===== config.mk =====
export PLATFORM = sky130hd
export DESIGN_NAME = ibex_div_seq_flat
export DESIGN_NICKNAME = d
export VERILOG_FILES = /design/src/rtl/ibex_div_seq_if.sv /design/src/rtl/ibex_div_seq.sv /design/src/flat_wrapper.sv
export SDC_FILE = /design/constraint.sdc
export NUM_CORES = 1
export LEC_CHECK = 0
export CORE_MARGIN = 2
export CORE_UTILIZATION = 25
export CTS_BUF_LIST = sky130_fd_sc_hd__clkbuf_2
export DETAILED_ROUTE_END_ITERATION = 8
export GPL_ROUTABILITY_DRIVEN = 1
export PLACE_DENSITY = 0.56
export SLEW_MARGIN = 20
export SYNTH_ARGS = -nofsm -noshare
export SYNTH_HDL_FRONTEND = slang
export SYNTH_SLANG_ARGS = --single-unit
export TNS_END_PERCENT = 50

===== constraint.sdc =====
create_clock -name clk_i -period 4 [get_ports clk_i]
set_input_delay 0.8 -clock clk_i [delete_from_list [all_inputs] [get_ports clk_i]]
set_output_delay 0.8 -clock clk_i [all_outputs]
set_load 0.005 [all_outputs]

===== src/rtl/ibex_div_seq_if.sv =====
// Request/response and shared-adder signals of the iterative divider.
// master = requester plus ALU adder side, slave = ibex_div_seq.
interface ibex_div_seq_if;
    logic        in_valid_i;
    logic        in_ready_o;
    logic [1:0]  operator_i;
    logic        signed_i;
    logic [31:0] dividend_i;
    logic [31:0] divisor_i;
    logic        abort_i;
    logic        multdiv_sel_o;
    logic [32:0] alu_operand_a_o;
    logic [32:0] alu_operand_b_o;
    logic [33:0] alu_adder_result_ext_i;
    logic        out_valid_o;
    logic        out_ready_i;
    logic [31:0] result_o;

    modport master (
        output in_valid_i, operator_i, signed_i, dividend_i, divisor_i, abort_i,
               out_ready_i, alu_adder_result_ext_i,
        input  in_ready_o, multdiv_sel_o, alu_operand_a_o, alu_operand_b_o,
               out_valid_o, result_o
    );

    modport slave (
        input  in_valid_i, operator_i, signed_i, dividend_i, divisor_i, abort_i,
               out_ready_i, alu_adder_result_ext_i,
        output in_ready_o, multdiv_sel_o, alu_operand_a_o, alu_operand_b_o,
               out_valid_o, result_o
    );
endinterface


===== src/rtl/ibex_div_seq.sv =====
// Radix-2 restoring DIV/DIVU/REM/REMU sequencer that borrows the ALU adder.
// Optional macro IBEX_DIV_EARLY_EXIT_EN skips the iterations when |a| < |b|.
module ibex_div_seq #(
    parameter int unsigned WIDTH = 32
) (
    input logic            clk_i,
    input logic            rst_i,
    ibex_div_seq_if.slave  bus
);

    typedef enum logic [2:0] {StIdle, StPrep, StDiv, StFix, StDone} state_e;

    state_e           r_state, w_state_next;
    logic             r_op_rem, r_signed, r_q_neg, r_r_neg;
    logic [WIDTH-1:0] r_dividend, r_divisor, r_dvd, r_result;
    logic [WIDTH:0]   r_rem, r_neg_b;
    logic [4:0]       r_cnt;

    logic             w_a_neg, w_b_neg, w_div_zero, w_early, w_carry;
    logic             w_unused_rem_msb;
    logic [WIDTH-1:0] w_a_abs, w_b_abs, w_quot, w_remd;
    logic [WIDTH:0]   w_shifted;

    // 32-bit negation then zero-extend, so -2^31 yields magnitude 2^31
    assign w_a_neg    = r_signed & r_dividend[WIDTH-1];
    assign w_b_neg    = r_signed & r_divisor[WIDTH-1];
    assign w_a_abs    = w_a_neg ? -r_dividend : r_dividend;
    assign w_b_abs    = w_b_neg ? -r_divisor : r_divisor;
    assign w_div_zero = (r_divisor == '0);
    assign w_shifted  = {r_rem[WIDTH-1:0], r_dvd[WIDTH-1]};
    assign w_carry    = bus.alu_adder_result_ext_i[WIDTH+1];
    assign w_quot     = r_q_neg ? -r_dvd : r_dvd;
    assign w_remd     = r_r_neg ? -r_rem[WIDTH-1:0] : r_rem[WIDTH-1:0];
    assign w_unused_rem_msb = r_rem[WIDTH];

`ifdef IBEX_DIV_EARLY_EXIT_EN
    assign w_early = ({1'b0, w_a_abs} < {1'b0, w_b_abs});
`else
    assign w_early = 1'b0;
`endif

    always_ff @(posedge clk_i) begin
        if (rst_i) begin
            r_state <= StIdle;
        end else begin
            r_state <= w_state_next;
        end
    end

    always_comb begin
        w_state_next        = r_state;
        bus.in_ready_o      = 1'b0;
        bus.multdiv_sel_o   = 1'b0;
        bus.out_valid_o     = 1'b0;
        bus.alu_operand_a_o = '0;
        bus.alu_operand_b_o = '0;
        bus.result_o        = r_result;
        unique case (r_state)
            StIdle: begin
                bus.in_ready_o = 1'b1;
                if (bus.in_valid_i) w_state_next = StPrep;
            end
            StPrep: begin
                if (w_div_zero)   w_state_next = StDone;
                else if (w_early) w_state_next = StFix;
                else              w_state_next = StDiv;
            end
            StDiv: begin
                bus.multdiv_sel_o   = 1'b1;
                bus.alu_operand_a_o = w_shifted;
                bus.alu_operand_b_o = r_neg_b;
                if (r_cnt == 5'd31) w_state_next = StFix;
            end
            StFix: w_state_next = StDone;
            StDone: begin
                bus.out_valid_o = 1'b1;
                if (bus.out_ready_i) w_state_next = StIdle;
            end
            default: w_state_next = StIdle;
        endcase
        if (bus.abort_i && (r_state != StIdle)) w_state_next = StIdle;
    end

    always_ff @(posedge clk_i) begin
        if (rst_i) begin
            r_op_rem   <= 1'b0;
            r_signed   <= 1'b0;
            r_q_neg    <= 1'b0;
            r_r_neg    <= 1'b0;
            r_dividend <= '0;
            r_divisor  <= '0;
            r_dvd      <= '0;
            r_result   <= '0;
            r_rem      <= '0;
            r_neg_b    <= '0;
            r_cnt      <= '0;
        end else begin
            unique case (r_state)
                StIdle: begin
                    if (bus.in_valid_i) begin
                        r_op_rem   <= (bus.operator_i == 2'd3);
                        r_signed   <= bus.signed_i;
                        r_dividend <= bus.dividend_i;
                        r_divisor  <= bus.divisor_i;
                    end
                end
                StPrep: begin
                    r_neg_b <= '0 - {1'b0, w_b_abs};
                    r_q_neg <= w_a_neg ^ w_b_neg;
                    r_r_neg <= w_a_neg;
                    r_cnt   <= '0;
                    if (w_div_zero) begin
                        r_result <= r_op_rem ? r_dividend : '1;
                    end
                    // Early exit: quotient is zero and the dividend is the remainder
                    if (w_early) begin
                        r_dvd <= '0;
                        r_rem <= {1'b0, w_a_abs};
                    end else begin
                        r_dvd <= w_a_abs;
                        r_rem <= '0;
                    end
                end
                StDiv: begin
                    r_rem <= w_carry ? bus.alu_adder_result_ext_i[WIDTH:0] : w_shifted;
                    r_dvd <= {r_dvd[WIDTH-2:0], w_carry};
                    r_cnt <= r_cnt + 5'd1;
                end
                StFix: r_result <= r_op_rem ? w_remd : w_quot;
                default: ;
            endcase
        end
    end

endmodule


===== src/flat_wrapper.sv =====
// flat-port wrapper written by rule: the top's interface ports become plain ports
module ibex_div_seq_flat 
#(
    parameter int unsigned WIDTH = 32
)
  (clk_i, rst_i, bus_in_valid_i, bus_operator_i, bus_signed_i, bus_dividend_i, bus_divisor_i, bus_abort_i, bus_out_ready_i, bus_alu_adder_result_ext_i, bus_in_ready_o, bus_multdiv_sel_o, bus_alu_operand_a_o, bus_alu_operand_b_o, bus_out_valid_o, bus_result_o);
  ibex_div_seq_if bus_i ();
  input logic clk_i;
  input logic rst_i;
  input wire logic [$bits(bus_i.in_valid_i)-1:0] bus_in_valid_i;
  input wire logic [$bits(bus_i.operator_i)-1:0] bus_operator_i;
  input wire logic [$bits(bus_i.signed_i)-1:0] bus_signed_i;
  input wire logic [$bits(bus_i.dividend_i)-1:0] bus_dividend_i;
  input wire logic [$bits(bus_i.divisor_i)-1:0] bus_divisor_i;
  input wire logic [$bits(bus_i.abort_i)-1:0] bus_abort_i;
  input wire logic [$bits(bus_i.out_ready_i)-1:0] bus_out_ready_i;
  input wire logic [$bits(bus_i.alu_adder_result_ext_i)-1:0] bus_alu_adder_result_ext_i;
  output wire logic [$bits(bus_i.in_ready_o)-1:0] bus_in_ready_o;
  output wire logic [$bits(bus_i.multdiv_sel_o)-1:0] bus_multdiv_sel_o;
  output wire logic [$bits(bus_i.alu_operand_a_o)-1:0] bus_alu_operand_a_o;
  output wire logic [$bits(bus_i.alu_operand_b_o)-1:0] bus_alu_operand_b_o;
  output wire logic [$bits(bus_i.out_valid_o)-1:0] bus_out_valid_o;
  output wire logic [$bits(bus_i.result_o)-1:0] bus_result_o;
  assign bus_i.in_valid_i = bus_in_valid_i;
  assign bus_i.operator_i = bus_operator_i;
  assign bus_i.signed_i = bus_signed_i;
  assign bus_i.dividend_i = bus_dividend_i;
  assign bus_i.divisor_i = bus_divisor_i;
  assign bus_i.abort_i = bus_abort_i;
  assign bus_i.out_ready_i = bus_out_ready_i;
  assign bus_i.alu_adder_result_ext_i = bus_alu_adder_result_ext_i;
  assign bus_in_ready_o = bus_i.in_ready_o;
  assign bus_multdiv_sel_o = bus_i.multdiv_sel_o;
  assign bus_alu_operand_a_o = bus_i.alu_operand_a_o;
  assign bus_alu_operand_b_o = bus_i.alu_operand_b_o;
  assign bus_out_valid_o = bus_i.out_valid_o;
  assign bus_result_o = bus_i.result_o;
  ibex_div_seq #(.WIDTH(WIDTH)) u_core (.clk_i(clk_i), .rst_i(rst_i), .bus(bus_i));
endmodule

; Word level (Yosys, flattened, before mapping)
; Index checks and enable logic that the tools add are counted.
[word_totals]
reg_bits = 205
output_inout_bits = 101
elab_cells = 63
[classes]
n_addsub = 6
n_eq_ne = 10
n_mux = 22
n_bitwise = 3
reduce_logical = 10
[ops]
columns = operator, n
row1 = $mux W32, 8
row2 = $pmux W32 S2, 3
row3 = $neg A32 Y32, 4
row4 = $mux W33, 2
row5 = $sub A1 B32 Y33 const A, 1
row6 = $logic_not A32 Y1, 1
row7 = $pmux W3 S5, 1
row8 = $mux W3, 4
row9 = $pmux W5 S2, 1
row10 = $eq A3 B2 Y1 const B, 2
row11 = $add A5 B1 Y5 const B, 1
row12 = $eq A5 B5 Y1 const B, 1
row13 = $ne A2 B1 Y1 const B, 2
row14 = $ne A2 B2 Y1 const B, 2
row15 = $reduce_and A2 Y1, 2
row16 = $reduce_bool A2 Y1, 2
row17 = $eq A3 B1 Y1 const B, 1
row18 = $eq A3 B3 Y1 const B, 1
row19 = $logic_not A3 Y1, 1
row20 = $mux W1, 3
row21 = $reduce_and A3 Y1, 1
row22 = $reduce_bool A3 Y1, 1
row23 = $and A1 B1 Y1, 2
row24 = $eq A2 B2 Y1 const B, 1
row25 = other kinds (3), 3

; Depth between registers and ports, before layout
; Gate-level depths: netlist of the first run.
[logic_depth]
ltp_word = 4
mapped_depth = 13
mapped_depth_nobuf = 10

; Worst setup path after synthesis of the first run
; OpenSTA, ideal clock, no wires.
[synth_path]
path_type = reg-to-reg
from = register u_core.r_divisor[0]
to = register u_core.r_neg_b[27]
setup_time_ns = 0.091
t_arrival_ns = 3.523
required_time_ns = 3.909
setup_slack_ns = 0.386
path_stages_with_launch = 13
period_less_slack_ns = 3.614
cell_sequence = dfxtp_1 clkbuf_1 inv_1 ha_1 or3b_2 nor3_1 a31oi_1 xnor2_1 nand3b_1 or4b_1 clkbuf_2 or4_1 a311oi_1
[synth_via]
elab_chain_cells = 3
[synth_lines]
columns = item, line_no
row1 = from (decl), ibex_div_seq.sv:15  ; logic [WIDTH-1:0] r_dividend, r_divisor, r_dvd, r_result;
row2 = from (signal assigned), ibex_div_seq.sv:104  ; r_divisor <= bus.divisor_i;
row3 = $neg A32 Y32, ibex_div_seq.sv:28  ; assign w_b_abs = w_b_neg ? -r_divisor : r_divisor;
row4 = $mux W32 *, ibex_div_seq.sv:28
row5 = $sub A1 B32 Y33 *, ibex_div_seq.sv:108  ; r_neg_b <= '0 - {1'b0, w_b_abs};
row6 = to (signal assigned), ibex_div_seq.sv:108
row7 = to (decl), ibex_div_seq.sv:16  ; logic [WIDTH:0] r_rem, r_neg_b;
; Every way passes the cells marked *; elsewhere a longest branch is shown, timed or not.
; A chain may end at the register's enable or synchronous reset.

; Worst setup path in the final report of the first run
[layout_path]
from = register u_core.r_divisor[3]
to = register u_core.r_neg_b[29]
; The elaborated chain is that of the path after synthesis.

==> run metrics, run 1 <==
routability-driven placement congestion ratio 0.877; DRT Pass-1 Iters 6; Initial Util 0.252; Final Cycle Share 0.921; Yosys cell types 85; PortBufs 205; CP max stage cell or4b_1; first-pass GRT wire length 70000 um; drt wl/cell 17.7 um; DRC violations left 0; vias in the first global route 12200; Post-synth EDFFs 0; vias per cell 5.08; share of cells above drive strength 1 0.0972; CP max FO 10; max-cap violations 0; layout net count around 2000; clock slew at reported path FFs 0.13 ns; # setup viols final 0; YS warnings 0; Chip Width 228 um; Reg area between 4000 and 5000 um2; share of flip-flops with an asynchronous set or reset 0; Tmin final 3.68 ns; WS Path Type reg2reg; Final ANT Viol Nets 0; row cnt 82; Worst Skew 0.0728 ns; cts bufs inserted between 50 and 60; Post-Route WL 45100 um; Fillers 5468; Worst EP arrival around 4.6 ns; Post-Synthesis Cell Area 12600 um2; Seq/Total Area, Yosys 0.326; Crit. path cell count 9; Die Y 228 um; initial antenna violation count 2; core area 49900 um2; DR vias ~13000; IO Count 207; multi-input combinational cell area 7780 um2; Tightest Pin Transition 1.02 ns; critical path's top delay family simple AND/OR/NAND/NOR gates; Hold Crit Depth 2; GRT Total Usage 0.168; die area 52100 um2; Overflow after GRT 0; status finished, final reports clean; H-tree level count 2; Peak VDD IR 181 uV; Finished Layout Cells 2555; Yosys top cell area share 0.326; Hold Vio Cnt, Final 0; Min Hold Slack 0.171 ns; Critical Path End Type flop; Placed Cells 2450; CTS resizes 1; clk sinks 205; top cells by area, synth dfxtp_1, nand2_1, a21oi_1; DR iter-0 viols 882; WP data required 4.91 ns; area delta synth->final 25.2%; Post-CTS Setup Bufs 0; post-DP HPWL 32600 um; ys flop type dfxtp_1; Root Buffer Master clkbuf_2; Leak 6.02 nW; largest net degree at the start of global routing 90; TritonCTS clock tree done; clock buffer depth 3; Pwr per Cell Area 319 nW/um2; Hold WC Path Type in2reg; Fin Setup TNS 0 ns; Slew Limit Fails 0; fmax ~270 MHz; # hold bufs at CTS 0; CP Cell Sequence buf_4 > or4_4 > o41ai_4 > xor2_2 > and4_4 > nand3_2 > or4b_1 > or4_1 > a311oi_1; Critical Path Source Type flop; CP bufs+invs 1; worst stage delay on the critical path 0.66 ns; final core utilization 0.316; relative slew slack 0.317; Mapped Cells 1675; RSZ-0062 raised after global routing no; latest clock arrival within the worst-skew pair 1.00 ns; mean post-synth cell area between 7 and 8 um2; Synthesized Nets approximately 1800; number of synthesized register bits approximately 210; Design Power 5.03 mW; worst r2r path cells 9; top cell type by total area after synthesis dfxtp_1
## area by class of cell
| type | instances | share of cell area |
|---|---|---|
| repair buffers | 254 | 0.154 |
| flip-flops and latches | 205 | 0.261 |
| clock inverters | 18 | 0.00612 |
| well taps | 672 | 0.0534 |
| inverters | 16 | 0.00381 |
| clock buffers | 86 | 0.0273 |
| diodes | 1 | 0.000159 |
| multi-input cells | 1303 | 0.494 |
## metrics by stage
step	instance area, um2	setup WS [ns]
floorplan	12600	0.386
global placement	15200	0.262
detailed placement	15200	0.259
CTS	15700	0.250
global route	15700	0.000557
finish	15700	0.317
## cell families after synthesis
group / share of synthesized area
mux: 0.0334
fa+ha+maj: 0.00597
xor+xnor: 0.0877
flops: 0.326
compound gates: 0.236
buf+inv: 0.0588
simple gates: 0.252
## report_power, final
group          internal [mW]  switching [mW]
clock network          0.640           0.968
logic                  0.467           0.655
registers               2.14           0.156
## routing by layer
layer  wire length (um)  vias to the layer above  global-route usage
li1                   -                     6334                   -
met1              19100                     6178               0.205
met2              22000                      356               0.285
met3               2060                      101              0.0311
met4               1890                        2              0.0786
met5                 16                        -                   0
## cells in the final DEF, fill, tap and decap left out, drive strengths merged, types with 12 or more instances in the layout
| cell | count |
|---|---|
| dfxtp | 205 |
| nor4 | 14 |
| nand3 | 19 |
| o211ai | 41 |
| a31oi | 12 |
| mux2i | 42 |
| and3 | 68 |
| o31ai | 23 |
| or4 | 27 |
| clkbuf | 86 |
| nor3 | 23 |
| clkdlybuf4s50 | 203 |
| a21oi | 200 |
| inv | 18 |
| o41ai | 17 |
| nand2 | 281 |
| nor2 | 154 |
| o21ai | 43 |
| xor2 | 60 |
| clkinv | 15 |
| a22oi | 35 |
| buf | 51 |
| xnor2 | 65 |
| or3 | 18 |
## worst paths after layout
check | slack (ns) | from | end
setup / recovery | 0.32 | u_core.r_divisor[3] | u_core.r_neg_b[29]
hold / removal | 0.17 | rst_i | u_core.r_divisor[20]
setup reg to reg | 0.32 | u_core.r_divisor[3] | u_core.r_neg_b[29]
hold reg to reg | 0.45 | u_core.r_neg_b[1] | u_core.r_neg_b[1]
## synth_stat cells (all sizes together) (3+ instances only)
| master | number |
|---|---|
| nand2 | 281 |
| dfxtp | 205 |
| a21oi | 200 |
| nor2 | 154 |
| clkbuf | 123 |
| and3 | 68 |
| xnor2 | 65 |
| xor2 | 60 |
| o21ai | 43 |
| mux2i | 42 |
| o211ai | 41 |
| a22oi | 35 |
| or4 | 27 |
| buf | 26 |
| nor3 | 23 |
| o31ai | 23 |
| nand3 | 19 |
| or3 | 18 |
| o41ai | 17 |
| inv | 16 |
| nor4 | 14 |
| a31oi | 12 |
| a211oi | 11 |
| and2 | 11 |
| a221oi | 9 |
| a311oi | 9 |
| nand2b | 9 |
| nand4 | 8 |
| nor3b | 8 |
| or2 | 8 |
| a32oi | 6 |
| ha | 6 |
| nor2b | 6 |
| o31a | 6 |
| a21boi | 5 |
| and4 | 5 |
| a21o | 4 |
| o21a | 4 |
| o22ai | 4 |
| or4b | 4 |
| nand3b | 3 |
| o41a | 3 |
## flip-flops by register name, indices dropped and copies added, names as in the netlist
| name | cells |
|---|---|
| u_core.r_rem | 32 |
| u_core.r_r_neg | 1 |
| u_core.r_signed | 1 |
| u_core.r_op_rem | 1 |
| u_core.r_dvd | 32 |
| u_core.r_q_neg | 1 |
| u_core.r_neg_b | 33 |
| u_core.r_state | 3 |
| u_core.bus.result_o | 32 |
| u_core.r_divisor | 32 |
| u_core.r_dividend | 32 |
| u_core.r_cnt | 5 |
(Power assumes the default switching activity.)
==> run 2, diff against run 1 <==
GPL_TIMING_DRIVEN = 1   (was default)
==> results of run 2 <==
No change in the layout: final DEF, timing and power equal those of run 1.
==> run 3, diff against run 2 <==
PLACE_DENSITY = default   (was 0.56)
==> run metrics, run 3 (synthesis results as in run 1) <==
status finished, final reports clean; die area 52100 um2 (unchanged); Seq pwr share 0.465 (+0.008); initial antenna violation count 2 (unchanged); PortBufs 205 (unchanged); Chip Width 228 um (unchanged); Leak 5.97 nW (-0.78%); fmax 266 MHz (-2.2%); Hold EP u_core.r_dividend[18]; setup ws final 0.235 ns (-0.0823 ns); IO Count 207 (unchanged); RR Startpoint u_core.r_divisor[0]; Critical Path End Type flop; placed cell area 15200 um2 (-0.29%); Peak VDD IR 131 uV (-28%); final core utilization 0.314 (-0.00138); Pwr per Cell Area 314 nW/um2 (-1.8%); Fin Setup TNS 0 ns (unchanged); multi-input combinational cell area 7770 um2 (-0.19%); GRT Total Usage 0.165 (-0.00300); TritonCTS clock tree done; clock buffer depth 3 (unchanged); CP max FO 11 (+1); Sw Ratio 0.351 (-0.00275); Critical Path Source Type flop; share of cells above drive strength 1 0.0955 (-0.00172); Biggest register u_core.r_neg_b; worst r2r path cells 9 (unchanged); Overflow after GRT 0 (unchanged); reg-to-reg slack, setup 0.24 ns (-0.08 ns); final instance area 15700 um2 (-0.44%); commonest cells after routing, fill and taps aside nand2_1, dfxtp_1, clkdlybuf4s50_1; row cnt 82 (unchanged); cts bufs inserted 56 (-3.4%); Final Cycle Share 0.941 (+0.0206); Tmin final 3.76 ns (+0.0823 ns); origin of the worst min-delay path bus_dividend_i[18]; latest clock arrival within the worst-skew pair 1.00 ns (about the same); Final ANT Viol Nets 0 (unchanged); Worst EP arrival 4.59 ns (about the same); Worst Skew 0.0816 ns (+0.00878 ns); Reg area 4110 um2 (about the same); clock slew at reported path FFs 0.11 ns (-0.02 ns); Post-Route WL 44300 um (-1.9%); clk sinks 205 (unchanged); Hold Vio Cnt, Final 0 (unchanged); post-DP HPWL 32400 um (-0.43%); routability-driven placement congestion ratio 0.892 (+1.8%); max reg flops 33 (unchanged); H-tree level count 2 (unchanged); layout net count 1944 (-0.31%); clock power share 0.307 (-0.013); DRT Pass-1 Iters 5 (-1); Hold WC Path Type in2reg; Slew Limit Fails 0 (unchanged); commonest non-fill, non-tap cell in the layout nand2_1; first-pass GRT wire length 69000 um (-1.4%); cell internal pwr 3.19 mW (-1.8%); # setup viols final 0 (unchanged); drt wl/cell 17.4 um (-1.6%); DR vias 13000 (+0.25%); Tightest Pin Transition 1.01 ns (-0.0122 ns); area delta synth->final 24.7%; largest net degree at the start of global routing 175 (+94%); vias per cell 5.10 (+0.52%); RSZ-0062 raised after global routing no; relative slew slack 0.325 (+0.00817); Fillers 5414 (-0.99%); combinational power share 0.228 (+0.005); WP data required 4.83 ns (-0.08 ns); Die Y 228 um (unchanged); vias in the first global route 12300 (+0.48%); WS Path Type reg2reg; DR iter-0 viols 833 (-5.6%); max-cap violations 0 (unchanged); Post-CTS Setup Bufs 0 (unchanged); DRC violations left 0 (unchanged); Root Buffer Master clkbuf_2; Switch Pwr 1.73 mW (-3.0%); FF-to-FF End u_core.r_neg_b[27]; Initial Util 0.252 (unchanged); DP Worst Slack 0.310 ns (+0.0512 ns); Hold Crit Depth 3 (+1); core area 49900 um2 (unchanged); Min Hold Slack 0.339 ns (+0.168 ns)
==> run 3: power by group through the flow <==
stage / registers, mW / clock network, mW / logic (mW)
6_report: 2.28 / 1.51 / 1.12
5_1_grt: 2.30 / 1.69 / 1.24
4_1_cts: 2.28 / 1.60 / 1.12
3_5_place_dp: 2.33 / 0 / 1.11
3_3_place_gp: 2.33 / 0 / 1.10
2_1_floorplan: 2.26 / 0 / 0.768
==> run 3: cell type report <==
cell class / instances / area share
antenna: 2 / 0.000319
clock buffer: 89 / 0.0284
inverter: 16 / 0.00383
timing repair buffer: 250 / 0.153
multi-input combinational: 1303 / 0.495
sequential: 205 / 0.262
clock inverter: 11 / 0.00351
tap: 672 / 0.0536
==> run 3: worst max path at each step <==
stage,slack (ns),startpoint,cells past startpoint,end
2_1_floorplan,0.39,u_core.r_divisor[0],12,u_core.r_neg_b[27]
3_3_place_gp,0.34,u_core.r_divisor[0],10,u_core.r_neg_b[27]
3_5_place_dp,0.31,u_core.r_divisor[0],10,u_core.r_neg_b[27]
4_1_cts,0.22,u_core.r_state[2],5,bus_multdiv_sel_o
5_1_grt,0.02,u_core.r_divisor[2],8,u_core.r_neg_b[27]
6_report,0.24,u_core.r_divisor[0],9,u_core.r_neg_b[27]
==> run 3: routing by layer <==
layer	track usage	wire length [um]
met1	0.194	18300
met2	0.290	21800
met3	0.0363	2840
met4	0.0650	1390
met5	0	13
==> run 3: metrics by stage <==
step / power [mW] / std cells
finish: 4.92 / 2548
global route: 5.23 / 2548
CTS: 5.00 / 2546
detailed placement: 3.44 / 2445
global placement: 3.43 / 2445
floorplan: 3.02 / 1675
==> run 3: worst max-delay path, stage by stage (launching register included) <==
cell and delay [ns]:
dfxtp_1 0.32, buf_4 0.17, nor3_2 0.50, and4_1 0.52
a21oi_1 0.17, xnor2_1 0.34, nand2_1 0.14, or4b_1 0.64
or4_1 0.55, a311oi_1 0.32
==> run 3: what timing repair did <==
action                                  in CTS  in global routing
resized for setup                            0                  1
hold buffers                                 1                  0
endpoints found under the hold margin        1                  0
endpoints found under the setup margin       0                  4
